### src/rtl/sys_ctrl_pkg.sv
// Shared definitions for the MIPS system execution controller.
// State encoding is visible on CTRL_state, so the values are fixed.
package sys_ctrl_pkg;

    localparam int CTRL_STATE_W = 2;

    typedef enum logic [CTRL_STATE_W-1:0] {
        ST_HALT  = 2'd0,
        ST_STEP  = 2'd1,
        ST_RUN   = 2'd2,
        ST_BREAK = 2'd3
    } ctrl_state_e;

endpackage

### src/rtl/sys_debounce.sv
// Step button conditioning: 2-FF synchronizer, stable-count debouncer
// and a registered one-cycle pulse on each debounced rising edge.
module sys_debounce #(
    parameter int DEB_CYCLES = 4
) (
    input  logic clk,
    input  logic rst_n,
    input  logic btn_i,
    output logic rise_o
);

    localparam int CNT_W = $clog2(DEB_CYCLES + 1);
    localparam logic [CNT_W-1:0] CNT_LAST = CNT_W'(DEB_CYCLES - 1);

    logic             sync1_q, sync1_d;
    logic             sync2_q, sync2_d;
    logic             level_q, level_d;
    logic             prev_q, prev_d;
    logic             rise_q, rise_d;
    logic [CNT_W-1:0] cnt_q, cnt_d;

    always_comb begin
        sync1_d = btn_i;
        sync2_d = sync1_q;
        level_d = level_q;
        cnt_d   = '0;
        // Any sample agreeing with the current level restarts the count.
        if (sync2_q != level_q) begin
            if (cnt_q == CNT_LAST) begin
                level_d = sync2_q;
            end else begin
                cnt_d = cnt_q + 1'b1;
            end
        end
        prev_d = level_q;
        rise_d = level_q & ~prev_q;
    end

    always_ff @(posedge clk or negedge rst_n) begin
        if (!rst_n) begin
            sync1_q <= 1'b0;
            sync2_q <= 1'b0;
            level_q <= 1'b0;
            prev_q  <= 1'b0;
            rise_q  <= 1'b0;
            cnt_q   <= '0;
        end else begin
            sync1_q <= sync1_d;
            sync2_q <= sync2_d;
            level_q <= level_d;
            prev_q  <= prev_d;
            rise_q  <= rise_d;
            cnt_q   <= cnt_d;
        end
    end

    assign rise_o = rise_q;

endmodule

### src/rtl/sys_run_ctrl.sv
// Execution controller: gates the core with a one-cycle CPU_en pulse in
// halt, single-step, divided free-run and PC breakpoint modes.
module sys_run_ctrl
    import sys_ctrl_pkg::*;
#(
    parameter int DEB_CYCLES = 4,
    parameter int RUN_DIV    = 4,
    parameter int PC_W       = 8
) (
    input  logic                    clk,
    input  logic                    SYS_reset,
    input  logic                    SYS_step_btn,
    input  logic                    SYS_run_sw,
    input  logic                    SYS_bp_en,
    input  logic [PC_W-1:0]         SYS_bp_addr,
    input  logic [PC_W-1:0]         PC,
    input  logic                    cpu_halt,
    output logic                    CPU_en,
    output logic                    CLK_led,
    output logic [CTRL_STATE_W-1:0] CTRL_state,
    output logic [15:0]             step_count
);

    localparam int DIV_W = $clog2(RUN_DIV);
    localparam logic [DIV_W-1:0] DIV_LAST = DIV_W'(RUN_DIV - 1);

    ctrl_state_e      state_q, state_d;
    logic [DIV_W-1:0] div_q, div_d;
    logic             moved_q, moved_d;
    logic             led_q, led_d;
    logic [15:0]      step_count_q, step_count_d;
    logic             run_s1_q, run_s2_q;
    logic             step_req;
    logic             bp_hit;
    logic             cpu_en;

    sys_debounce #(
        .DEB_CYCLES (DEB_CYCLES)
    ) u_step_deb (
        .clk    (clk),
        .rst_n  (SYS_reset),
        .btn_i  (SYS_step_btn),
        .rise_o (step_req)
    );

    // moved_q lets RUN leave a PC that already equals the breakpoint.
    assign bp_hit = moved_q & SYS_bp_en & (PC == SYS_bp_addr);

    always_comb begin
        state_d = state_q;
        div_d   = div_q;
        moved_d = moved_q;
        cpu_en  = 1'b0;
        unique case (state_q)
            ST_HALT: begin
                if (cpu_halt) begin
                    state_d = ST_HALT;
                end else if (run_s2_q) begin
                    state_d = ST_RUN;
                end else if (step_req) begin
                    state_d = ST_STEP;
                end
            end
            ST_STEP: begin
                cpu_en  = 1'b1;
                state_d = ST_HALT;
            end
            ST_RUN: begin
                if (cpu_halt || !run_s2_q) begin
                    state_d = ST_HALT;
                end else if (bp_hit) begin
                    state_d = ST_BREAK;
                end else if (div_q == DIV_LAST) begin
                    cpu_en  = 1'b1;
                    moved_d = 1'b1;
                    div_d   = '0;
                end else begin
                    div_d = div_q + 1'b1;
                end
            end
            ST_BREAK: begin
                if (cpu_halt || !run_s2_q) begin
                    state_d = ST_HALT;
                end else if (step_req) begin
                    state_d = ST_STEP;
                end
            end
        endcase
        if (state_d == ST_RUN && state_q != ST_RUN) begin
            div_d   = '0;
            moved_d = 1'b0;
        end
        led_d        = led_q ^ cpu_en;
        step_count_d = step_count_q + {15'd0, cpu_en};
    end

    always_ff @(posedge clk or negedge SYS_reset) begin
        if (!SYS_reset) begin
            state_q      <= ST_HALT;
            div_q        <= '0;
            moved_q      <= 1'b0;
            led_q        <= 1'b0;
            step_count_q <= '0;
            run_s1_q     <= 1'b0;
            run_s2_q     <= 1'b0;
        end else begin
            state_q      <= state_d;
            div_q        <= div_d;
            moved_q      <= moved_d;
            led_q        <= led_d;
            step_count_q <= step_count_d;
            run_s1_q     <= SYS_run_sw;
            run_s2_q     <= run_s1_q;
        end
    end

    assign CPU_en     = cpu_en;
    assign CLK_led    = led_q;
    assign CTRL_state = state_q;
    assign step_count = step_count_q;

endmodule

### config.mk
export PLATFORM = sky130hd
export DESIGN_NAME = sys_run_ctrl
export DESIGN_NICKNAME = d
export VERILOG_FILES = /design/src/rtl/sys_ctrl_pkg.sv /design/src/rtl/sys_debounce.sv /design/src/rtl/sys_run_ctrl.sv
export SDC_FILE = /design/constraint.sdc
export NUM_CORES = 1
export LEC_CHECK = 0
export CAP_MARGIN = 10
export CORE_ASPECT_RATIO = 0.9
export CORE_MARGIN = 2
export CORE_UTILIZATION = 35
export CTS_BUF_LIST = sky130_fd_sc_hd__clkbuf_2 sky130_fd_sc_hd__clkbuf_4 sky130_fd_sc_hd__clkbuf_8
export DETAILED_ROUTE_END_ITERATION = 6
export DONT_BUFFER_PORTS = 1
export PLACE_DENSITY_LB_ADDON = 0.25
export SYNTH_ARGS = -nofsm -noshare
export SYNTH_HDL_FRONTEND = slang
export SYNTH_SLANG_ARGS = --single-unit
### constraint.sdc
create_clock -name clk -period 2.65 [get_ports clk]
set_input_delay 0.53 -clock clk [delete_from_list [all_inputs] [get_ports clk]]
set_output_delay 0.53 -clock clk [all_outputs]
set_load 0.02 [all_outputs]
==> results of run 1 <==
-- timing repair --
action,4_1_cts,5_1_grt
setup endpoints to repair,0,0
endpoints found under the hold margin,32,0
hold buffers,1,0
-- layout make-up --
class	count	area, um2	share of cell area, %
clock buffers	8	97.6	5.89
inverters	3	11.3	0.680
multi-input cells	86	644	38.9
flip-flops and latches	32	801	48.3
well taps	48	60.1	3.63
repair buffers	4	42.5	2.57
-- worst max-delay path, delay by kind of cell (launching register included) --
| kind | cells | cell delay [ns] |
|---|---|---|
| AO/OA/AOI/OAI | 1 | 0.39 |
| adder cells (fa/ha/maj) | 1 | 0.24 |
| buffers and inverters | 1 | 0.22 |
| flip-flops | 1 | 0.51 |
| AND/OR/NAND/NOR | 1 | 0.18 |
-- worst max-delay path by stage --
stage / to / startpoint / cells after the start
6_report: CPU_en / CTRL_state[1] / 4
5_1_grt: CPU_en / CTRL_state[1] / 4
4_1_cts: CPU_en / CTRL_state[1] / 4
3_5_place_dp: step_count[12] / CTRL_state[1] / 7
3_3_place_gp: step_count[12] / CTRL_state[1] / 7
2_1_floorplan: step_count[5] / CTRL_state[0] / 9
-- per-stage QoR --
step | power [W] | instance area, um2 | instances
6_report | 0.00127 | 1660 | 181
5_1_grt | 0.00135 | 1660 | 181
4_1_cts | 0.00129 | 1660 | 181
3_5_place_dp | 0.000876 | 1540 | 172
3_3_place_gp | 0.000855 | 1540 | 172
2_1_floorplan | 0.000814 | 1470 | 124
-- layer usage --
metal	part of all wire, %	GRT usage [%]	vias to the layer above
met5	0	0	-
met4	1.4	5.66	0
met3	9.6	5.37	4
met2	48	19.5	40
met1	41	13.7	466
li1	-	-	441
-- registers in the layout (all words and copies together), names as in the netlist --
register	flops
u_step_deb.level_q	1
CLK_led	1
moved_q	1
u_step_deb.cnt_q	3
u_step_deb.sync2_q	1
step_count	16
u_step_deb.prev_q	1
run_s2_q	1
u_step_deb.rise_o	1
run_s1_q	1
u_step_deb.sync1_q	1
div_q	2
CTRL_state	2
-- power by group --
group / internal [W] / leakage [nW] / total [W] / switching, W
registers: 0.000570 / 0.420 / 0.000669 / 0.0000996
clock network: 0.000232 / 0.0523 / 0.000393 / 0.000161
logic: 0.0000996 / 0.262 / 0.000205 / 0.000106
-- synth_stat cells, types with 3 or more instances --
cell	instances	area (um2)
ha_1	9	113
xnor2_1	22	193
dfrtp_1	32	801
nand4_1	4	25.0
nor2_1	3	11.3
nand2_1	8	30.0
o21ai_0	4	20.0
nor2b_1	3	18.8
inv_1	3	11.3
and3_1	3	18.8
nand3_1	9	45.0
-- kinds of logic after synthesis --
| kind of cell | share of synthesized area [%] |
|---|---|
| xor gates and xnor gates | 14.3 |
| and+or+nand+nor | 13.8 |
| muxes | 1.45 |
| DFF | 54.6 |
| adders and majority gates | 7.67 |
| buffers and inverters | 1.88 |
| AOI/OAI and AO/OA | 6.31 |
==> flow_summary.json, run 1 <==
{
  "core_area_um2": 4050,
  "critPathLaunchType": "flop",
  "drtAntennaViolNets": 0,
  "rr_worst_depth": 7,
  "synth_area_um2": 1470,
  "cts_made_buffers": 5,
  "track_usage_pct": 12.1,
  "cts_sinks": 32,
  "slowest_delay_ns": 0.51,
  "yosysWarnings": 0,
  "worst_pin_slew_ns": 0.374,
  "slew-limit-headroom_pct": 74.9,
  "power.leakage_nw": 0.734,
  "synth_nets": 155,
  "io_pins": 42,
  "hold_class": "input pin to asynchronous set/reset pin",
  "rsz0062_at_grt": "false",
  "wl_per_cell_um": 14.6,
  "synth.distinct_cells": 31,
  "htree_levels": 2,
  "n_fill_cell": 387,
  "fin_worst_skew_ns": 0.00553,
  "area.growth.synth_to_final_pct": 12.9,
  "ys_ff_latch": 32,
  "yosysSeqAreaShare_pct": 54.6,
  "hold_ws_ns": 0.0756,
  "antenna_found_initial": 0,
  "power_density_nw_per_um2": 765,
  "worstPathCellList": "ha_1 -> nand3b_1 -> o31ai_2 -> buf_4",
  "die_h_um": 65.4,
  "hold_viol": 0,
  "synth-edff-count": 0,
  "grt_overflow": 0,
  "drtIter0Drc": 33,
  "cp_max_fo": 6,
  "synth_ff_type": "dfrtp_1",
  "drc": 0,
  "initial_utilization_pct": 36.3,
  "grt_max_degree": 33,
  "worstPathRequired_ns": 2.12,
  "cts_setup_buffers": 0,
  "pre_cts_ws_ns": 0.369,
  "num_rows": 22,
  "die_x_um": 72.3,
  "rr_startpoint": "CTRL_state[1]",
  "crit_type": "flop to output port",
  "fmax_ghz": 0.426,
  "ctsResizeCount": 0,
  "worst_ep_arrival_time_ns": 1.82,
  "cts_tree": "done",
  "finalCritPeriodShare_pct": 88.7,
  "final_nets": 163,
  "placement.io_buffers": 0,
  "maxCapViolations": 0,
  "crit_slowest_cell": "dfrtp_1",
  "fin_ws_ns": 0.300,
  "clk_latency_ns": 0.27,
  "slew_violations": 0,
  "setup_viol": 0,
  "finalSetupTns_ns": 0,
  "final_common_cell": "dfrtp_1",
  "gp_congestion": 0.699,
  "grt_pass1_wl_mm": 4.28,
  "root_buffer": "clkbuf_8",
  "cts_buffer_depth": 2,
  "die_area_um2": 4730,
  "min_period_ns": 2.35,
  "r2r_slack_ns": 0.38,
  "worstReg2RegEnd": "step_count[12]",
  "synthArstFlopShare_pct": 100,
  "drt_pass1_iterations": 4,
  "wl_mm": 2.64,
  "dpl.hpwl_mm": 2.03,
  "num_antenna_cells": 0,
  "grt_pass1_vias": 933,
  "drive_gt1_share_pct": 10.5,
  "clkTransAtPathRegs_ns": 0.06,
  "status": "complete, no violations",
  "vias": 951,
  "via_per_inst": 5.25,
  "post-route-util_pct": 40.9,
  "ir_worst_vdd_v": 0.000379,
  "synth_cells": 124,
  "layout_common_cells": "32 x dfrtp_1, 22 x xnor2_1, 9 x nand3_1, 9 x ha_1, 8 x nand2_1",
  "syn_area_per_cell_um2": 11.8,
  "critPathCaptureType": "output port"
}
Note: power is estimated with default switching activity, not from simulation.
==> run 2: changes to the inputs <==
--- a/config.mk
+++ b/config.mk
@@ -13,6 +13,7 @@
 export DETAILED_ROUTE_END_ITERATION = 6
 export DONT_BUFFER_PORTS = 1
 export PLACE_DENSITY_LB_ADDON = 0.25
+export SKIP_CTS_REPAIR_TIMING = 1
 export SYNTH_ARGS = -nofsm -noshare
 export SYNTH_HDL_FRONTEND = slang
 export SYNTH_SLANG_ARGS = --single-unit
==> run 2 against run 1 <==
Final area unchanged. Register-to-register slack barely moved. Fmax rose by 0.23%. Die area did not move. First-iteration DRC count is 12% lower. Wire length rose by 1.4%. Power barely moved. Clock skew down 0.0013 ns. Setup slack gained 0.0054 ns. Core utilization unchanged. Highest routed layer unchanged.
==> flow_summary.json, run 2 (same netlist as run 1, synthesis figures left out) <==
{
  "placement.io_buffers": 0,
  "htree_levels": 2,
  "design_power_total_w": 0.00127,
  "cts_tree": "done",
  "status": "complete, no violations",
  "drc": 0,
  "post-route-util_pct": 40.9,
  "cp_max_fo": 6,
  "grt_pass1_vias": 933,
  "switching_share_pct": 28.9,
  "cts_buffer_depth": 2,
  "p_int_w": 0.000901,
  "n_fill_cell": 386,
  "num_rows": 22,
  "root_buffer": "clkbuf_8",
  "hold_class": "input pin to asynchronous set/reset pin",
  "dp_cells": 172,
  "final-instance-count-excl-fill": 181,
  "drtIter0Drc": 29,
  "grt_overflow": 0,
  "die_x_um": 72.3,
  "gr-usage-met2_pct": 19.5,
  "maxCapViolations": 0,
  "area.growth.synth_to_final_pct": 12.9,
  "setup_viol": 0,
  "slew_violations": 0,
  "die_area_um2": 4730,
  "grt_util_met3_pct": 5.52,
  "pwr-share-comb_pct": 16.2,
  "worst_ep_arrival_time_ns": 1.81,
  "worst_pin_slew_ns": 0.375,
  "track_usage_pct": 12.1,
  "drtAntennaViolNets": 0,
  "grt_max_degree": 33,
  "min_period_ns": 2.34,
  "clk_latency_ns": 0.27,
  "layout_common_cells": "32 x dfrtp_1, 22 x xnor2_1, 9 x nand3_1, 9 x ha_1, 8 x nand2_1",
  "antenna_found_initial": 0,
  "initial_utilization_pct": 36.3,
  "finalCritPeriodShare_pct": 88.5,
  "num_antenna_cells": 0,
  "crit_type": "flop to output port",
  "rsz0062_at_grt": "false",
  "via_per_inst": 5.28,
  "dpl.hpwl_mm": 2.03,
  "cts_sinks": 32,
  "worstPathRequired_ns": 2.12,
  "p_seq_share_pct": 52.8,
  "largest_reg_flops": 16,
  "grt_pass1_wl_mm": 4.30,
  "final_nets": 163,
  "ff_latch_area_um2": 801,
  "clockPowerShare_pct": 31.0,
  "power.leakage_nw": 0.734,
  "die_h_um": 65.4,
  "gp_congestion": 0.699,
  "power_density_nw_per_um2": 765,
  "critPathLaunchType": "flop",
  "slew-limit-headroom_pct": 74.8,
  "p_sw_w": 0.000366,
  "clkTransAtPathRegs_ns": 0.06,
  "wl_mm": 2.68,
  "wl_per_cell_um": 14.8,
  "vias": 956,
  "final_common_cell": "dfrtp_1",
  "drt_pass1_iterations": 4,
  "hold_ws_ns": 0.0788,
  "finalSetupTns_ns": 0,
  "io_pins": 42,
  "core_area_um2": 4050,
  "ir_worst_vdd_v": 0.000380,
  "cts_made_buffers": 5,
  "multi_input_area_um2": 644,
  "hold_viol": 0,
  "drive_gt1_share_pct": 10.5,
  "fmax_ghz": 0.427,
  "fin_worst_skew_ns": 0.00428,
  "grt.busiest_layer": "met2",
  "critPathCaptureType": "output port",
  "use_met1_pct": 13.7
}
==> run 2: cell type report <==
class	count	area share, %
multi-input combinational	86	38.9
timing repair buffer	4	2.57
tap	48	3.63
clock buffer	8	5.89
inverter	3	0.680
sequential	32	48.3
==> run 2: per-layer routing <==
| metal | vias up | part of all wire [%] |
|---|---|---|
| li1 | 441 | - |
| met1 | 476 | 40 |
| met3 | 4 | 9.6 |
| met5 | - | 0 |
| met4 | 0 | 1.4 |
| met2 | 35 | 49 |
==> run 2: path summary, 6_finish.rpt <==
kind | slack (ns) | cells after the start | from | to
worst max-delay path | 0.31 | 4 | CTRL_state[1] | CPU_en
worst min-delay path | 0.08 | 1 | SYS_reset | div_q[0]
worst max register to register | 0.39 | 7 | CTRL_state[1] | step_count[12]
worst min register to register | 0.34 | 0 | run_s1_q | run_s2_q
max in group asynchronous | 2.41 | 1 | SYS_reset | step_count[6]
min in group clk | 0.28 | 0 | SYS_run_sw | run_s1_q
==> run 2: power groups by stage <==
stage	clock (W)	combinational, W	sequential, W
detailed placement	0	0.000195	0.000681
global route	0.000431	0.000234	0.000685
finish	0.000393	0.000205	0.000669
CTS	0.000405	0.000198	0.000671
global placement	0	0.000180	0.000675
floorplan	0	0.000149	0.000665
==> run 2: stage by stage <==
stage | cell area, um2 | worst slack (ns)
3_3_place_gp | 1540 | 0.414
2_1_floorplan | 1470 | 0.204
3_5_place_dp | 1540 | 0.369
4_1_cts | 1640 | 0.270
6_report | 1660 | 0.306
5_1_grt | 1660 | 0.144
==> run 2: critical path, cell delays in order, from the launching register on <==
cell      delay, ns
dfrtp_1        0.52
ha_1           0.24
nand3b_1       0.18
o31ai_2        0.38
buf_4          0.22
==> run 3: changes to the inputs <==
--- a/config.mk
+++ b/config.mk
@@ -5,7 +5,7 @@
 export SDC_FILE = /design/constraint.sdc
 export NUM_CORES = 1
 export LEC_CHECK = 0
-export CAP_MARGIN = 10
+export CAP_MARGIN = 20
 export CORE_ASPECT_RATIO = 0.9
 export CORE_MARGIN = 2
 export CORE_UTILIZATION = 35
==> results of run 3 <==
Same layout as run 2: the final DEF is identical, and so are final timing and power.
